[src/rtl/m_ext_unit.sv]
// Iterative RV32M multiply/divide unit: radix-2 shift-add multiply, restoring divide.
// Optional M_EXT_EARLY_OUT_EN lets trivial cases (div by zero, overflow, multiply by 0) skip CALC.
module m_ext_unit #(
    parameter int unsigned XLEN = 32,
    parameter int unsigned ITER = 32
) (
    input  logic            ip_clk,
    input  logic            ip_rst_n,
    input  logic            ip_start,
    input  logic            ip_kill,
    input  logic [2:0]      ip_funct_3,
    input  logic [XLEN-1:0] ip_operand_a,
    input  logic [XLEN-1:0] ip_operand_b,
    output logic [XLEN-1:0] op_result,
    output logic            op_busy,
    output logic            op_done
);

    localparam int unsigned CntW = $clog2(ITER + 1);
    localparam logic [CntW-1:0] CntLast = CntW'(ITER);

    typedef enum logic [1:0] {StIdle, StCalc, StDone} state_e;

    state_e            state_q, state_d;
    logic [CntW-1:0]   cnt_q, cnt_d;
    logic [2:0]        funct_q, funct_d;
    logic              neg_q, neg_d;
    logic              div0_q, div0_d;
    logic [2*XLEN-1:0] prod_q, prod_d;
    logic [XLEN:0]     rem_q, rem_d;
    logic [XLEN-1:0]   quot_q, quot_d;
    logic [XLEN-1:0]   opb_q, opb_d;
    logic [XLEN-1:0]   result_q, result_d;

    logic              a_signed, b_signed, a_neg, b_neg, cap_neg;
    logic [XLEN-1:0]   a_mag, b_mag;
    logic [XLEN:0]     mul_sum;
    logic [2*XLEN-1:0] mul_next;
    logic [XLEN:0]     div_shift;
    logic [XLEN+1:0]   div_diff;
    logic [XLEN:0]     rem_next;
    logic [XLEN-1:0]   quot_next;
    logic [2*XLEN-1:0] prod_fix;
    logic [XLEN-1:0]   final_res;

    // Operand preparation: magnitudes plus the sign the result must carry.
    always_comb begin
        a_signed = (ip_funct_3 == 3'd1) || (ip_funct_3 == 3'd2) ||
                   (ip_funct_3 == 3'd4) || (ip_funct_3 == 3'd6);
        b_signed = (ip_funct_3 == 3'd1) || (ip_funct_3 == 3'd4) || (ip_funct_3 == 3'd6);
        a_neg    = a_signed && ip_operand_a[XLEN-1];
        b_neg    = b_signed && ip_operand_b[XLEN-1];
        a_mag    = a_neg ? -ip_operand_a : ip_operand_a;
        b_mag    = b_neg ? -ip_operand_b : ip_operand_b;
        // Remainder follows the dividend; everything else follows the operand signs.
        cap_neg  = (ip_funct_3[2] && ip_funct_3[1]) ? a_neg : (a_neg ^ b_neg);
    end

`ifdef M_EXT_EARLY_OUT_EN
    logic            eo_div0, eo_ovf, eo_mulz, eo_hit;
    logic [XLEN-1:0] eo_val;

    always_comb begin
        eo_div0 = ip_funct_3[2] && (ip_operand_b == '0);
        eo_ovf  = ((ip_funct_3 == 3'd4) || (ip_funct_3 == 3'd6)) &&
                  (ip_operand_a == {1'b1, {(XLEN-1){1'b0}}}) && (ip_operand_b == '1);
        eo_mulz = !ip_funct_3[2] && ((ip_operand_a == '0) || (ip_operand_b == '0));
        eo_hit  = eo_div0 || eo_ovf || eo_mulz;
        eo_val  = '0;
        if (eo_div0) begin
            eo_val = ip_funct_3[1] ? ip_operand_a : '1;
        end else if (eo_ovf) begin
            eo_val = ip_funct_3[1] ? '0 : {1'b1, {(XLEN-1){1'b0}}};
        end
    end
`endif

    // One iteration of each datapath; only the one matching funct_q matters.
    always_comb begin
        mul_sum   = {1'b0, prod_q[2*XLEN-1:XLEN]} + (prod_q[0] ? {1'b0, opb_q} : '0);
        mul_next  = {mul_sum, prod_q[XLEN-1:1]};
        div_shift = {rem_q[XLEN-1:0], quot_q[XLEN-1]};
        div_diff  = {1'b0, div_shift} - {2'b00, opb_q};
        if (!div_diff[XLEN+1]) begin
            rem_next  = div_diff[XLEN:0];
            quot_next = {quot_q[XLEN-2:0], 1'b1};
        end else begin
            rem_next  = div_shift;
            quot_next = {quot_q[XLEN-2:0], 1'b0};
        end
    end

    always_comb begin
        prod_fix  = neg_q ? -prod_q : prod_q;
        final_res = '0;
        unique case (funct_q)
            3'd0:                   final_res = prod_q[XLEN-1:0];
            3'd1, 3'd2, 3'd3:       final_res = prod_fix[2*XLEN-1:XLEN];
            3'd4, 3'd5: begin
                if (div0_q) final_res = '1;
                else        final_res = neg_q ? -quot_q : quot_q;
            end
            default:                final_res = neg_q ? -rem_q[XLEN-1:0] : rem_q[XLEN-1:0];
        endcase
    end

    always_comb begin
        state_d  = state_q;
        cnt_d    = cnt_q;
        funct_d  = funct_q;
        neg_d    = neg_q;
        div0_d   = div0_q;
        prod_d   = prod_q;
        rem_d    = rem_q;
        quot_d   = quot_q;
        opb_d    = opb_q;
        result_d = result_q;
        unique case (state_q)
            StIdle: begin
                if (ip_start && !ip_kill) begin
                    state_d = StCalc;
                    cnt_d   = '0;
                    funct_d = ip_funct_3;
                    neg_d   = cap_neg;
                    div0_d  = (ip_operand_b == '0);
                    prod_d  = {{XLEN{1'b0}}, a_mag};
                    rem_d   = '0;
                    quot_d  = a_mag;
                    opb_d   = b_mag;
`ifdef M_EXT_EARLY_OUT_EN
                    if (eo_hit) begin
                        state_d  = StDone;
                        result_d = eo_val;
                    end
`endif
                end
            end
            StCalc: begin
                if (ip_kill) begin
                    state_d = StIdle;
                end else if (cnt_q == CntLast) begin
                    state_d  = StDone;
                    result_d = final_res;
                end else begin
                    cnt_d  = cnt_q + CntW'(1);
                    prod_d = mul_next;
                    rem_d  = rem_next;
                    quot_d = quot_next;
                end
            end
            StDone:  state_d = StIdle;
            default: state_d = StIdle;
        endcase
    end

    always_ff @(posedge ip_clk or negedge ip_rst_n) begin
        if (!ip_rst_n) begin
            state_q  <= StIdle;
            cnt_q    <= '0;
            funct_q  <= '0;
            neg_q    <= 1'b0;
            div0_q   <= 1'b0;
            prod_q   <= '0;
            rem_q    <= '0;
            quot_q   <= '0;
            opb_q    <= '0;
            result_q <= '0;
        end else begin
            state_q  <= state_d;
            cnt_q    <= cnt_d;
            funct_q  <= funct_d;
            neg_q    <= neg_d;
            div0_q   <= div0_d;
            prod_q   <= prod_d;
            rem_q    <= rem_d;
            quot_q   <= quot_d;
            opb_q    <= opb_d;
            result_q <= result_d;
        end
    end

    assign op_result = result_q;
    assign op_busy   = (state_q == StCalc);
    assign op_done   = (state_q == StDone);

endmodule

[config.mk]
export PLATFORM = sky130hd
export DESIGN_NAME = m_ext_unit
export DESIGN_NICKNAME = d
export VERILOG_FILES = /design/src/rtl/m_ext_unit.sv
export SDC_FILE = /design/constraint.sdc
export NUM_CORES = 1
export LEC_CHECK = 0
export CAP_MARGIN = 20
export CORE_MARGIN = 3
export CORE_UTILIZATION = 55
export DETAILED_ROUTE_END_ITERATION = 6
export DONT_BUFFER_PORTS = 1
export GPL_TIMING_DRIVEN = 0
export PLACE_DENSITY = 0.7
export SYNTH_ARGS = -nofsm -noshare
export SYNTH_HDL_FRONTEND = slang
export SYNTH_SLANG_ARGS = --single-unit
[constraint.sdc]
create_clock -name ip_clk -period 6.35 [get_ports ip_clk]
set_clock_uncertainty 0.2 [all_clocks]
set_input_delay 0.3175 -clock ip_clk [delete_from_list [all_inputs] [get_ports ip_clk]]
set_output_delay 0.3175 -clock ip_clk [all_outputs]
set_load 0.01 [all_outputs]
# Yosys cells after proc, flatten, opt, wreduce, memory -nomap -nowiden
# Index checks and enable logic that the tools add are counted.
# classes
add_sub_neg	8
multipliers	0
div	0
magnitude_cmp	0
n_eq_ne	16
shift	0
mux	31
n_bitwise	2
reduce_logical	20
# op_table
op	count
$mux W32	13
$mux W64	4
$neg A32 Y32	4
$pmux W32 S2	2
$pmux W64 S2	1
$pmux W32 S3	1
$neg A64 Y64	1
$sub A33 B32 Y34	1
$add A32 B32 Y33	1
$logic_not A32 Y1	1
$mux W6	3
$eq A3 B3 Y1 const B	4
$pmux W6 S2	1
$eq A3 B2 Y1 const B	3
$add A6 B1 Y6 const B	1
$eq A3 B1 Y1 const B	2
$eq A6 B6 Y1 const B	1
$mux W2	3
$ne A2 B2 Y1 const B	3
$logic_or A1 B1 Y1	5
$logic_and A1 B1 Y1	4
$pmux W2 S2	1
$reduce_and A2 Y1	2
$reduce_and A4 Y1	1
other kinds (13)	14
# word_totals
regBits	205
latch_bits	0
ramBits	0
rom_bits	0
inputBits	71
output_inout_bits	34
elab_cells	87
memories	0

# Logic depth before layout (Yosys ltp)
# Gate-level depths: netlist (run 1).
# depth
word_depth	8
ltp_mapped	12
ltp_nobuf	12

# Worst setup path before layout (run 1)
# OpenSTA, ideal clock, no wires.
# synth_timing
kind	reg2reg
start	reg prod_q[0]
end	reg prod_q[62]
setup_time_ns	0.095
t_arrival_ns	2.994
required_time_ns	6.055
path_slack_ns	3.061
path_stages_with_launch	13
path_buffers	1
period_less_slack_ns	3.289
cell_sequence	dfrtp_1 -> clkbuf_1 -> nand2_1 -> inv_1 -> ha_1 -> a211oi_1 -> nor2_1 -> o41ai_1 -> a2111oi_0 -> o31ai_1 -> a21oi_1 -> o21a_1 -> o31ai_1
# synth_between
elab_chain_cells	5
# synth_rtl
element	line_no	text
start, declared	29	logic [2*XLEN-1:0] prod_q, prod_d;
start signal, assigned	174	prod_q <= prod_d;
$mux W32	80	mul_sum = {1'b0, prod_q[2*XLEN-1:XLEN]} + (prod_q[0] ? {1'b0, opb_q} : '0);
$add A32 B32 Y33	80	
$mux W64	141	end else if (cnt_q == CntLast) begin
$mux W64	139	if (ip_kill) begin
$pmux W64 S2	118	unique case (state_q)
# No other way between the ends. The select of a mux whose other input is x is not followed.
# A chain may end at the register's enable or synchronous reset.

# Final worst setup path (run 1)
# layout_timing
start	reg rem_q[21]
end	reg rem_q[23]
# layout_between
elab_chain_cells	5
# layout_rtl
element	line_no	text
start, declared	30	logic [XLEN:0] rem_q, rem_d;
start signal, assigned	175	rem_q <= rem_d;
$sub A33 B32 Y34	83	div_diff = {1'b0, div_shift} - {2'b00, opb_q};
$mux W32	84	if (!div_diff[XLEN+1]) begin
$mux W32	141	
$mux W32	139	
$pmux W32 S2	118	
# No other way between the ends. The select of a mux whose other input is x is not followed.

==> reports/qor.txt, run 1 <==
Mapped Avg Cell Area - 8.12 µm²
Final setup viols - 0
Met1 Use GR - 0.550
Post-DP HPWL - 47000 µm
RePlAce Congestion - 1.07
Dominant cells by area after synthesis - dfrtp_1 32%, o21ai_0 6.5%, xnor2_1 6.3%, ha_1 5.5%, a21oi_1 4.4%
PD cells - 421 nW/µm²
Pins Over Slew Limit - 0
Post-CTS setup buffer count - 0
FF-to-FF End - rem_q[23]$_DFFE_PN0P_
Post-cts sizing count - 0
Average vias per placed instance - 6.66
Worst setup EP type - flip-flop
Nets - 2215
DRC violations left - 0
CP Data Required Time - 6.57 ns
Starting Density - 0.565
Yosys warns - 0
Detail Route Antenna Nets - 0
Unrepaired setup endpoints after global routing - no
Die width - 176 µm
Distinct cells, synth - 75
Post-synthesis instance total - 1959
H-Tree Depth - 1
WL per Instance - 25.4 µm
Number of max-cap violations - 0
DP Worst Slack - 2.00 ns
Worst-path clk slew - 0.06 ns
Slew headroom - 0.242
Worst Tran Pin Value - 1.14 ns
Final hold violations - 1
Area occupied by registers - 5130 µm²
TritonCTS clock tree - yes
Worst VDD drop - 0.000308 V
Syn_nets - 2102
CTS Root Cell - clkbuf_16
Min Clock Period, post-route - 4.26 ns
Setup WS post-layout - 2.09 ns
Async SR Flop Fraction - 1.00
Antenna violations before repair - 0
Reg-to-Reg Start - rem_q[21]$_DFFE_PN0P_
Core area - 28200 µm²
FMAX - 235 MHz
WS Path Type - reg2reg
Status - finished with violations
Met3 Usage GRT - 0.0918
CTS sink cnt - 205
Met2 GRT Util - 0.601
Yosys reg bits - 205
DRT Pass-1 Iters - 6
Port bufs - 0
Die ar. - 31000 µm²
Reg2reg path depth - 11
Post-synthesis sequential area ratio - 0.322
Share of the synthesized area in the top cell type - 0.322
# fillers - 2434
WHS - -0.00316 ns
Worst hold path type - in2reg
Leading area contributor after synthesis - dfrtp_1
Failing checks - negative hold slack
Critical Path Start Type - flip-flop
R2R setup slack - 2.09 ns
Syn-to-layout area delta - 13.5%
Post-synth EDFFs - 0
FP Rows - 61
Number of global-route vias before repair - 15.6k
Hold Path Depth - 4
Total number of vias - 16.4k
Layer with the highest usage - met2
Share of cells above drive strength 1 - 0.0354
Gr ovfl total - 0
Total Routing Usage GR - 0.396
Drt initial violations - 2219
I/O pins - 105
Area of the multi-input gates - 10100 µm²
Cts hold-fix bufs - 84
First-pass GRT wire length - 94100 µm
CTS Buffer Depth - 3
Die Span Y - 176 µm
Post-Syn Area - 15900 µm²
Setup crit start - rem_q[21]$_DFFE_PN0P_
Ys flop type - dfrtp_1
Clock latency on the worst-skew pair - 0.54 ns
LEAKAGE - 7.60 nW
Peak fanout along the critical path - 10
Largest net degree at the start of global routing - 206
Number of buffers created by CTS - 25
Crit path DAT - 4.48 ns
Final Cycle Share - 0.671
Setup crit end - rem_q[23]$_DFFE_PN0P_
Routed Wire Length - 62800 µm
Setup TNS - 0 ns
cell usage in the layout (no fill, tap or decap), types with 29 or more instances in the layout:
| master | netlist | routed |
|---|---|---|
| a21oi_1 | 141 | 141 |
| and2_1 | 43 | 43 |
| clkbuf_1 | 93 | 99 |
| dfrtp_1 | 205 | 205 |
| dlygate4sd3_1 | 0 | 83 |
| ha_1 | 70 | 70 |
| inv_1 | 81 | 81 |
| nand2_1 | 185 | 185 |
| nand3_1 | 57 | 57 |
| nor2_1 | 140 | 140 |
| nor3_1 | 35 | 35 |
| o211ai_1 | 29 | 29 |
| o21ai_0 | 208 | 208 |
| o31ai_1 | 51 | 51 |
| or3_1 | 30 | 30 |
| xnor2_1 | 114 | 114 |
| xor2_1 | 79 | 79 |
cells in the mapped netlist (51+ instances only):
cell type / n
xnor2_1: 114
xor2_1: 79
clkbuf_1: 93
inv_1: 81
ha_1: 70
dfrtp_1: 205
nand3_1: 57
o31ai_1: 51
nor2_1: 140
a21oi_1: 141
o21ai_0: 208
nand2_1: 185
per-stage QoR:
stage                     hold slack (ns)  cell area (µm²)   util  total power (W)  std cells
after floorplan                    -0.178            15900      -          0.00480       1959
after global placement             -0.173            16400  0.582          0.00589       2337
after detailed placement           -0.172            16400  0.582          0.00595       2338
after CTS                         0.00168            18000  0.641          0.00745       2467
after global routing               0.0273            18100  0.641          0.00800       2468
final                            -0.00316            18100  0.641          0.00760       2469
power breakdown:
group / total (W) / internal [W] / switching [W]
clock network: 0.00141 / 0.000821 / 0.000590
logic: 0.00398 / 0.00157 / 0.00242
registers: 0.00221 / 0.00162 / 0.000585
total: 0.00760 / 0.00401 / 0.00359
critical path, cell delays in order (launching register included):
cell and delay (ns):
dfrtp_1 0.49, ha_1 0.32, clkbuf_1 0.29, a21oi_1 0.12, o21ai_0 0.27, a41oi_1 0.13, o32ai_1 0.39, a311oi_1 0.11
o31ai_1 0.72, clkbuf_1 0.63, nor2_1 0.11, a311o_1 0.35
cell families after synthesis:
kind of cell / share of synthesized area
multiplexers: 0.0158
AO/OA/AOI/OAI: 0.267
XOR/XNOR: 0.106
adder cells (fa/ha/maj): 0.0576
buffers and inverters: 0.0457
flip-flops: 0.322
AND/OR/NAND/NOR: 0.186
per-layer routing:
metal / wire length, µm / vias up
met1: 25800 / 8001
met3: 6960 / 139
li1: - / 7371
met2: 27100 / 925
met4: 2910 / 0
met5: 0 / -
worst min path at each step:
stage	from	endpoint	slack (ns)
after floorplan	ip_rst_n	cnt_q[0]$_DFFE_PN0P_	-0.18
after global placement	ip_rst_n	quot_q[29]$_DFFE_PN0P_	-0.17
after detailed placement	ip_rst_n	quot_q[29]$_DFFE_PN0P_	-0.17
after CTS	ip_operand_b[22]	opb_q[23]$_DFFE_PN0P_	0.002
after global routing	ip_operand_b[22]	opb_q[23]$_DFFE_PN0P_	0.03
final	ip_operand_b[22]	opb_q[23]$_DFFE_PN0P_	-0.003
state kept, by name (all words and copies together), names as in the netlist:
signal / count
cnt_q: 6
div0_q: 1
funct_q: 3
neg_q: 1
op_result: 32
opb_q: 32
prod_q: 64
quot_q: 32
rem_q: 32
state_q: 2
final cells by class:
type,count,share of cell area
Antenna cell,1,0.000139
Buffer,110,0.0230
Clock buffer,36,0.0397
Clock inverter,9,0.00416
Inverter,83,0.0173
Multi-Input combinational cell,1561,0.557
Sequential cell,205,0.284
Tap cell,378,0.0262
Timing Repair Buffer,86,0.0482
Note: power is estimated with default switching activity, not from simulation.
==> run 2: changes to the inputs <==
clock period = 4 ns   (was 6.35 ns; I/O delays follow)
==> reports/qor.txt, run 2 (synthesis results as in run 1) <==
Status - finished with violations
Failing checks - negative hold slack
CTS sink cnt - 205
Critical Path Start Type - flip-flop
Non-filler instance count after layout - 2485
Seq pwr share - 0.289
First-pass GRT wire length - 94700 µm
Total Routing Usage GR - 0.399
Number of max-cap violations - 0
Antenna violations before repair - 1
Reg-to-Reg Start - prod_q[0]$_DFFE_PN0P_
Number of buffers created by CTS - 25
Starting Density - 0.565
Worst-path clk slew - 0.06 ns
H-Tree Depth - 1
Peak fanout along the critical path - 8
Nets - 2231
Psw - 0.00570 W
DRT Pass-1 Iters - 6
CTS Buffer Depth - 3
PD cells - 663 nW/µm²
LEAKAGE - 7.69 nW
Most common cell after layout, fill and taps aside - o21ai_0
WHS - -0.838 ns
Unrepaired setup endpoints after global routing - no
Final setup viols - 0
Total number of vias - 16.5k
Gr ovfl total - 0
WL per Instance - 25.4 µm
Port bufs - 0
Post-DP HPWL - 47000 µm
P_int - 0.00640 W
Dpl cells - 2338
I/O pins - 105
Clock Power Share - 0.186
Worst VDD drop - 0.000488 V
R2R setup slack - 0.09 ns
Pins Over Slew Limit - 0
Die ar. - 31000 µm²
Detail Route Antenna Nets - 0
Largest Register - prod_q
FF-to-FF End - prod_q[57]$_DFFE_PN0P_
RePlAce Congestion - 1.07
Share of cells above drive strength 1 - 0.0375
Syn-to-layout area delta - 14.7%
Die width - 176 µm
Slew headroom - 0.232
Core area - 28200 µm²
Routed Wire Length - 63200 µm
CTS Root Cell - clkbuf_16
Logic pwr share - 0.525
Reg2reg path depth - 12
Cts hold-fix bufs - 101
Drt initial violations - 2136
Largest net degree at the start of global routing - 206
Worst setup EP type - flip-flop
Most frequent cells in the layout - 208 x o21ai_0, 204 x dfrtp_1, 185 x nand2_1
Min Clock Period, post-route - 3.91 ns
CP Data Required Time - 4.27 ns
Clock latency on the worst-skew pair - 0.54 ns
FP Rows - 61
DRC violations left - 0
FMAX - 255 MHz
Crit path DAT - 4.18 ns
TritonCTS clock tree - yes
Worst Tran Pin Value - 1.15 ns
Worst hold path type - in2async
Average vias per placed instance - 6.64
Max reg flops - 64
Final hold violations - 205
Number of global-route vias before repair - 15.8k
Sw frac - 0.471
Final Cycle Share - 0.979
WS Path Type - reg2reg
Die Span Y - 176 µm
run 2: cell types whose count changed in the layout (fill, tap and decap cells not counted), sizes merged:
cell,change
clkbuf,-1
buf,-1
dlygate4sd3,+18
run 2: worst max-delay path by stage:
stage                           from                     end  slack, ns
2_1_floorplan  prod_q[0]$_DFFE_PN0P_  prod_q[62]$_DFFE_PN0P_       0.71
3_3_place_gp   prod_q[0]$_DFFE_PN0P_  prod_q[62]$_DFFE_PN0P_      -0.30
3_5_place_dp   prod_q[0]$_DFFE_PN0P_  prod_q[62]$_DFFE_PN0P_      -0.35
4_1_cts        rem_q[21]$_DFFE_PN0P_   rem_q[23]$_DFFE_PN0P_       0.03
5_1_grt        prod_q[0]$_DFFE_PN0P_  prod_q[58]$_DFFE_PN0P_      0.007
6_report       prod_q[0]$_DFFE_PN0P_  prod_q[57]$_DFFE_PN0P_       0.09
run 2: per-layer routing:
layer	share of wire	GRT usage	wire (µm)	vias up
met5	0.00011	0	7	-
li1	-	-	-	7402
met2	0.43	0.604	27200	943
met3	0.11	0.0955	7040	150
met1	0.41	0.547	25800	8005
met4	0.052	0.168	3270	2
run 2: final cells by class:
type | count | area [µm²]
antenna | 1 | 2.50
buffer | 110 | 419
clock buffer | 36 | 717
clock inverter | 9 | 75.1
fill | 2403 | 9920
inverter | 83 | 312
multi-input combinational | 1561 | 10100
sequential | 205 | 5130
tap | 378 | 473
timing repair buffer | 102 | 1020
run 2: repair_timing:
action,4_1_cts,5_1_grt
setup buffers,0,0
setup endpoints to repair,27,41
resized for setup,6,6
hold endpoints to repair,310,205
run 2: per-stage QoR:
step / area (µm²) / setup TNS, ns / power (W) / setup WS, ns / util
6_report: 18200 / 0 / 0.0121 / 0.0858 / 0.648
3_3_place_gp: 16400 / -9.58 / 0.00935 / -0.302 / 0.582
2_1_floorplan: 15900 / 0 / 0.00762 / 0.711 / -
3_5_place_dp: 16400 / -2.56 / 0.00945 / -0.346 / 0.582
4_1_cts: 18200 / 0 / 0.0118 / 0.0334 / 0.647
5_1_grt: 18200 / 0 / 0.0127 / 0.00697 / 0.648
run 2: power by group through the flow:
stage / sequential, W / clock (W) / combinational (W)
4_1_cts: 0.00346 / 0.00225 / 0.00612
3_3_place_gp: 0.00348 / 0 / 0.00588
3_5_place_dp: 0.00348 / 0 / 0.00596
6_report: 0.00350 / 0.00225 / 0.00635
2_1_floorplan: 0.00311 / 0 / 0.00451
5_1_grt: 0.00355 / 0.00233 / 0.00685
run 2: critical path, cell delays in order (launching register included):
cell and delay (ns):
dfrtp_2 0.53, and2_1 0.21, ha_1 0.27, inv_1 0.08, fa_1 0.40, nor2b_1 0.13
o21ai_0 0.13, a21boi_1 0.42, o211ai_1 0.23, a41oi_1 0.54, o21bai_1 0.17, a2111oi_0 0.38
nand3b_1 0.15
